**src/rtl/pair_scan_ctrl.sv**
```systemverilog
// Serialises a parallel word MSB-first through a Moore pair detector and
// reports the adjacent-equal-pair count and a threshold hit over valid/ready.
module pair_scan_ctrl #(
  parameter int WIDTH = 8,
  parameter int CNT_W = 4
) (
  input  logic             clk,
  input  logic             rst,
  input  logic             clr,
  input  logic [WIDTH-1:0] in_data,
  input  logic             in_valid,
  output logic             in_ready,
  input  logic [CNT_W-1:0] thresh,
  output logic             ser_bit,
  output logic             ser_valid,
  output logic [CNT_W-1:0] out_count,
  output logic             out_hit,
  output logic             out_valid,
  input  logic             out_ready
);

  localparam int IDX_W = $clog2(WIDTH);

  typedef enum logic [1:0] {IDLE, SHIFT, DONE} state_t;
  typedef enum logic [1:0] {D_START, D_LAST0, D_LAST1, D_PAIR} det_t;

  state_t             state_q, state_d;
  det_t               det_q, det_d;
  logic               prev_q, prev_d;
  logic [IDX_W-1:0]   idx_q, idx_d;
  logic [WIDTH-1:0]   shift_q, shift_d;
  logic [CNT_W-1:0]   thr_q, thr_d;
  logic [CNT_W-1:0]   cnt_q, cnt_d;
  logic [CNT_W-1:0]   out_count_q, out_count_d;
  logic               out_hit_q, out_hit_d;

  logic               cur_bit;
  logic               pair_now;
  logic [CNT_W-1:0]   cnt_inc;

  always_ff @(posedge clk or posedge rst) begin
    if (rst) begin
      state_q     <= IDLE;
      det_q       <= D_START;
      prev_q      <= 1'b0;
      idx_q       <= '0;
      shift_q     <= '0;
      thr_q       <= '0;
      cnt_q       <= '0;
      out_count_q <= '0;
      out_hit_q   <= 1'b0;
    end else begin
      state_q     <= state_d;
      det_q       <= det_d;
      prev_q      <= prev_d;
      idx_q       <= idx_d;
      shift_q     <= shift_d;
      thr_q       <= thr_d;
      cnt_q       <= cnt_d;
      out_count_q <= out_count_d;
      out_hit_q   <= out_hit_d;
    end
  end

  // START never pairs, so the first bit of every word is excluded from counting.
  assign cur_bit  = shift_q[idx_q];
  assign pair_now = (det_q != D_START) && (cur_bit == prev_q);
  assign cnt_inc  = cnt_q + CNT_W'(pair_now);

  always_comb begin
    state_d     = state_q;
    det_d       = det_q;
    prev_d      = prev_q;
    idx_d       = idx_q;
    shift_d     = shift_q;
    thr_d       = thr_q;
    cnt_d       = cnt_q;
    out_count_d = out_count_q;
    out_hit_d   = out_hit_q;

    if (clr) begin
      state_d = IDLE;
      det_d   = D_START;
      idx_d   = '0;
      cnt_d   = '0;
    end else begin
      case (state_q)
        IDLE: begin
          if (in_valid) begin
            shift_d = in_data;
            thr_d   = thresh;
            cnt_d   = '0;
            det_d   = D_START;
            idx_d   = IDX_W'(WIDTH - 1);
            state_d = SHIFT;
          end
        end
        SHIFT: begin
          prev_d = cur_bit;
          cnt_d  = cnt_inc;
          case (det_q)
            D_START: det_d = cur_bit ? D_LAST1 : D_LAST0;
            D_LAST0: det_d = cur_bit ? D_LAST1 : D_PAIR;
            D_LAST1: det_d = cur_bit ? D_PAIR  : D_LAST0;
            default: det_d = pair_now ? D_PAIR : (cur_bit ? D_LAST1 : D_LAST0);
          endcase
          if (idx_q == '0) begin
            state_d     = DONE;
            out_count_d = cnt_inc;
            out_hit_d   = (cnt_inc >= thr_q);
          end else begin
            idx_d = idx_q - IDX_W'(1);
          end
        end
        DONE: begin
          if (out_ready) state_d = IDLE;
        end
        default: state_d = IDLE;
      endcase
    end
  end

  assign in_ready  = (state_q == IDLE);
  assign ser_valid = (state_q == SHIFT);
  assign ser_bit   = ser_valid & cur_bit;
  assign out_valid = (state_q == DONE);
  assign out_count = out_count_q;
  assign out_hit   = out_hit_q;

endmodule

```
**config.mk**
```make
export PLATFORM = sky130hd
export DESIGN_NAME = pair_scan_ctrl
export DESIGN_NICKNAME = d
export VERILOG_FILES = /design/src/rtl/pair_scan_ctrl.sv
export SDC_FILE = /design/constraint.sdc
export NUM_CORES = 1
export LEC_CHECK = 0
export BUFFER_PORTS_ARGS = -buffer_cell sky130_fd_sc_hd__buf_4
export CAP_MARGIN = 20
export CELL_PAD_IN_SITES_DETAIL_PLACEMENT = 0
export CELL_PAD_IN_SITES_GLOBAL_PLACEMENT = 1
export CORE_MARGIN = 4
export CORE_UTILIZATION = 40
export DETAILED_ROUTE_END_ITERATION = 6
export PLACE_DENSITY = 0.81
export SYNTH_ARGS = -nofsm -noshare
export SYNTH_HDL_FRONTEND = slang
export SYNTH_SLANG_ARGS = --single-unit
```
**constraint.sdc**
```tcl
create_clock -name clk -period 3.53 [get_ports clk]
set_input_delay 0.706 -clock clk [delete_from_list [all_inputs] [get_ports clk]]
set_output_delay 0.706 -clock clk [all_outputs]
set_load 0.01 [all_outputs]
```
# --- Word-level counts from Yosys, hierarchy flattened ---
# Cells that the tools add are included.
classes:
  add_sub_neg: 2
  order_cmp: 2
  n_eq_ne: 9
  mux: 22
  n_bitwise: 2
  reduce_logical: 12
op_table:
  columns: ["cell", "n"]
  rows:
  - ["$mux 2", 9]
  - ["$pmux 2 s3", 2]
  - ["$reduce_and 3->1", 4]
  - ["$mux 3", 3]
  - ["$mux 4", 2]
  - ["$pmux 4 s2", 1]
  - ["$ne 3x2->1 const B", 2]
  - ["$ne 3x3->1 const B", 2]
  - ["$pmux 3 s2", 1]
  - ["$add 4x1->4", 1]
  - ["$eq 2x1->1 const B", 2]
  - ["$eq 2x2->1 const B", 2]
  - ["$ge 4x4->1", 1]
  - ["$logic_not 2->1", 2]
  - ["$lt 3x4->1 const B", 1]
  - ["$pmux 2 s2", 1]
  - ["$reduce_and 2->1", 2]
  - ["$bmux 1 s3", 1]
  - ["$logic_not 3->1", 1]
  - ["$reduce_bool 3->1", 1]
  - ["$sub 3x1->3 const B", 1]
  - ["$mux 1", 2]
  - ["$reduce_bool 2->1", 1]
  - ["$and 1x1->1", 1]
  - ["3 further kinds", 3]
word_totals:
  reg_bits: 29
  in_bits: 17
  wordCells: 58

# --- Depth between registers and ports, before layout ---
logic_depth:
  ltp_word: 8
  ltp_mapped: 12
  ltp_nobuf: 12

# --- Least setup slack after synthesis ---
# OpenSTA, ideal clock, no wires.
synth_timing:
  kind: "register to register"
  startpoint: "register idx_q[1]"
  endpoint: "register out_hit_q (netlist: out_hit)"
  setup_time_ns: 0.125
  t_arrival_ns: 2.607
  path_slack_ns: 0.799
  path_stages_with_launch: 11
  period_less_slack_ns: 2.731
  cell_sequence: "dfrtp_1 mux4_1 mux2i_4 xnor2_1 nor2_1 ha_1 ha_1 ha_1 a211oi_1 o21bai_1 mux2_2"
synth_between:
  elab_chain_cells: 6
  elab_cells_between_ends: 8
synth_rtl:
  columns: ["item", "line_no", "text"]
  rows:
  - ["start: declaration", "30", "logic [IDX_W-1:0] idx_q, idx_d;"]
  - ["start signal: assignment", "56", "idx_q <= idx_d;"]
  - ["$bmux 1 s3", "66", "assign cur_bit = shift_q[idx_q];"]
  - ["$mux 1 (not written as such)", "66", null]
  - ["$eq 1x1->1", "67", "assign pair_now = (det_q != D_START) && (cur_bit == prev_q);"]
  - ["$logic_and 1x1->1", "67", null]
  - ["$add 4x1->4", "68", "assign cnt_inc = cnt_q + CNT_W'(pair_now);"]
  - ["named net cnt_inc[1]", "39", "logic [CNT_W-1:0] cnt_inc;"]
  - ["$ge 4x4->1", "110", "out_hit_d = (cnt_inc >= thr_q);"]
  - ["end signal: assignment", "61", "out_hit_q <= out_hit_d;"]
  - ["end: declaration", "35", "logic out_hit_q, out_hit_d;"]
# The timed path passes the listed nets, and every way through them passes these cells. The select of a mux whose other input is x is not followed.
# A chain may end at the register's enable or synchronous reset.

# --- Worst setup path after layout ---
# Ends and elaborated chain as after synthesis.

==> results.yml <==
status:
  status: "finished clean"
synth:
  ys_types: 29
  synth-edff-count: 0
  synth-compound-area-share: 0.107
  synth-adder-area-share: 0.0680
  yosys_warnings: 0
  synthSimpleGateAreaFrac: 0.122
  async_flop_share: 1.00
  avgSynthCellArea_um2: 11.8
  syn_nets: 150
  synth_xor_area_frac: 0.0178
  synth_ff_type: "dfrtp_1"
  synth_top_family_by_area: "multiplexers"
  syn_inst: 125
  ys_ff_latch: 29
  ys_seq_area_frac: 0.493
  muxShareOfSynthArea: 0.158
  syn_area_um2: 1470
power_and_ir_drop:
  p_total_mw: 0.997
  vdd_ir_drop_max_uv: 262
  leakage_nw: 0.882
  power_density_nw_per_um2: 546
route:
  routed_via_density: 4.93
  avgRoutedWirePerCell_um: 13.6
  ant_nets: 0
  post-route-drc-count: 0
  dr.pass1.iters: 4
  drtIter0Drc: 73
  vias: 995
  routed_wl_um: 2750
clock_tree:
  cts_buffers: 5
  cts_tree: "done"
  post_cts_buffers: 0
  cts_resized: 0
  cts-root-buf: "clkbuf_8"
  cts_htree_levels: 2
  cts_max_path_buffers: 2
  path_clk_slew_ps: 60
  insertion_delay_ps: 280
  cts_hold_buf: 0
  numClockSinks: 29
timing:
  rsz0062_at_grt: "false"
  post-route-period-util: 0.831
  period_needed_ps: 2930
  setup_ws_ps: 597
  hold_violations: 0
  fin_worst_skew_ps: 4.01
  tns_ps: 0
  drv_slew: 0
  worst_pin_slew_ps: 883
  setup_viol: 0
  whs_ps: 439
  slew_headroom: 0.409
  max_freq_ghz: 0.341
final_layout:
  diodes: 0
  multi_input_area_um2: 697
  final_cell_mix: "dfrtp_1 (29), buf_4 (25), mux2_2 (14), nand2_1 (14), o21ai_0 (11)"
  fillers: 307
  finish.instance_area_um2: 1830
  nets: 180
  utilization: 0.531
  layout-drive-gt1-share: 0.346
  fin_cells: 202
  ff_latch_area_um2: 726
  layout_commonest_cell: "dfrtp_1"
  syn2layout_area_growth_pct: 24.0
critical_path:
  worstReg2RegEnd: "out_hit"
  worst-setup-path-type: "register to register"
  path_cells: "mux4_1 -> mux2i_4 -> xnor2_1 -> nor2_1 -> ha_1 -> ha_1 -> xor2_1 -> ha_1 -> o21ai_0 -> o21bai_1 -> mux2_2"
  crit_fanout: 4
  crit_family: "multiplexers"
  crit_slowest_cell: "mux4_1"
  start_kind: "register"
  crit_top_cell: "ha_1"
  slowest_delay_ps: 610
  crit_required_ps: 3690
  startpoint: "idx_q[1]"
  crit_buf_inv: 0
  crit_arrival_ps: 3100
  worstSetupEndpointType: "register"
  r2r_slack_ps: 600
  reg2reg_from: "idx_q[1]"
  worst-r2r-cell-count: 11
global_route:
  grt_usage: 0.138
  busiest_layer: "met2"
  grt.met2_usage: 0.211
  overflow: 0
  antenna_found_initial: 0
  grt_pass1_vias: 1037
  grt_util_met1: 0.176
  grt_max_degree: 21
  grt_util_met3: 0.0438
  grt_first_pass_wirelength_um: 4730
floorplanning:
  die_area_um2: 4720
  coreArea_um2: 3440
  rows: 21
  pin_count: 26
  dieHeight_um: 68.7
  fp.dieW_um: 68.7
  initial_core_util: 0.428
placement:
  place_ws_ps: 603
  place.gp.congestion: 0.765
  dp_hpwl_um: 2110
  port_buffers: 25
  place_area_um2: 1730
  dp.cells: 194
job:
  max-cap-violations: 0
min_path:
  hold_class: "primary input to async pin"
-- cells in the mapped netlist, types with 2 or more instances --
master | instances | area, um2
a32oi_1 | 2 | 17.5
nor2b_1 | 3 | 18.8
mux4_1 | 2 | 52.6
o21bai_1 | 2 | 15.0
mux2_2 | 14 | 158
a21oi_1 | 4 | 20.0
nand2b_1 | 2 | 12.5
nand2_1 | 14 | 52.6
a22o_1 | 2 | 17.5
o21ai_0 | 11 | 55.1
buf_4 | 2 | 15.0
nor2_1 | 7 | 26.3
ha_1 | 8 | 100
xor2_1 | 2 | 17.5
dfrtp_1 | 29 | 726
inv_1 | 8 | 30.0
-- registers in the layout (all words and copies together), names as in the netlist --
name       flops
out_count      4
prev_q         1
shift_q        8
cnt_q          4
thr_q          4
state_q        2
idx_q          3
det_q          2
out_hit        1
-- worst register-to-register path: cells and delay by family (launching register included) --
family                     cells  cell delay, ps
and+or+nand+nor                1              60
AOI/OAI and AO/OA              2             230
DFF                            1             410
xor gates and xnor gates       2             360
adders and majority gates      3             670
muxes                          3            1090
-- layout make-up --
type | count | area share
clock inverters | 1 | 0.00274
well taps | 46 | 0.0315
multi-input cells | 85 | 0.382
flip-flops and latches | 29 | 0.397
repair buffers | 26 | 0.118
clock buffers | 7 | 0.0527
inverters | 8 | 0.0164
-- power breakdown --
group,switching (mW),total [mW],internal (mW)
Sequential,0.0438,0.439,0.395
Clock,0.121,0.296,0.176
Combinational,0.116,0.262,0.145
Total,0.281,0.997,0.716
-- cells by family (layout without fill, tap and decap cells) --
logic type | after synthesis | count (layout)
simple gates | 32 | 32
flops | 29 | 29
fa+ha+maj | 8 | 8
mux | 17 | 17
buf+inv | 11 | 42
xor+xnor | 3 | 3
compound gates | 25 | 25
-- layer usage --
metal	up-vias	wire length (um)
li1	497	-
met1	472	1270
met2	22	1300
met3	4	135
met4	0	41
met5	-	0
-- worst max-delay path by stage --
stage,endpoint,cells after the start,slack (ps)
floorplan,out_hit,10,800
global placement,out_hit,10,710
detailed placement,out_hit,11,600
CTS,out_hit,11,580
global route,out_hit,11,450
finish,out_hit,11,600
(Power assumes the default switching activity.)
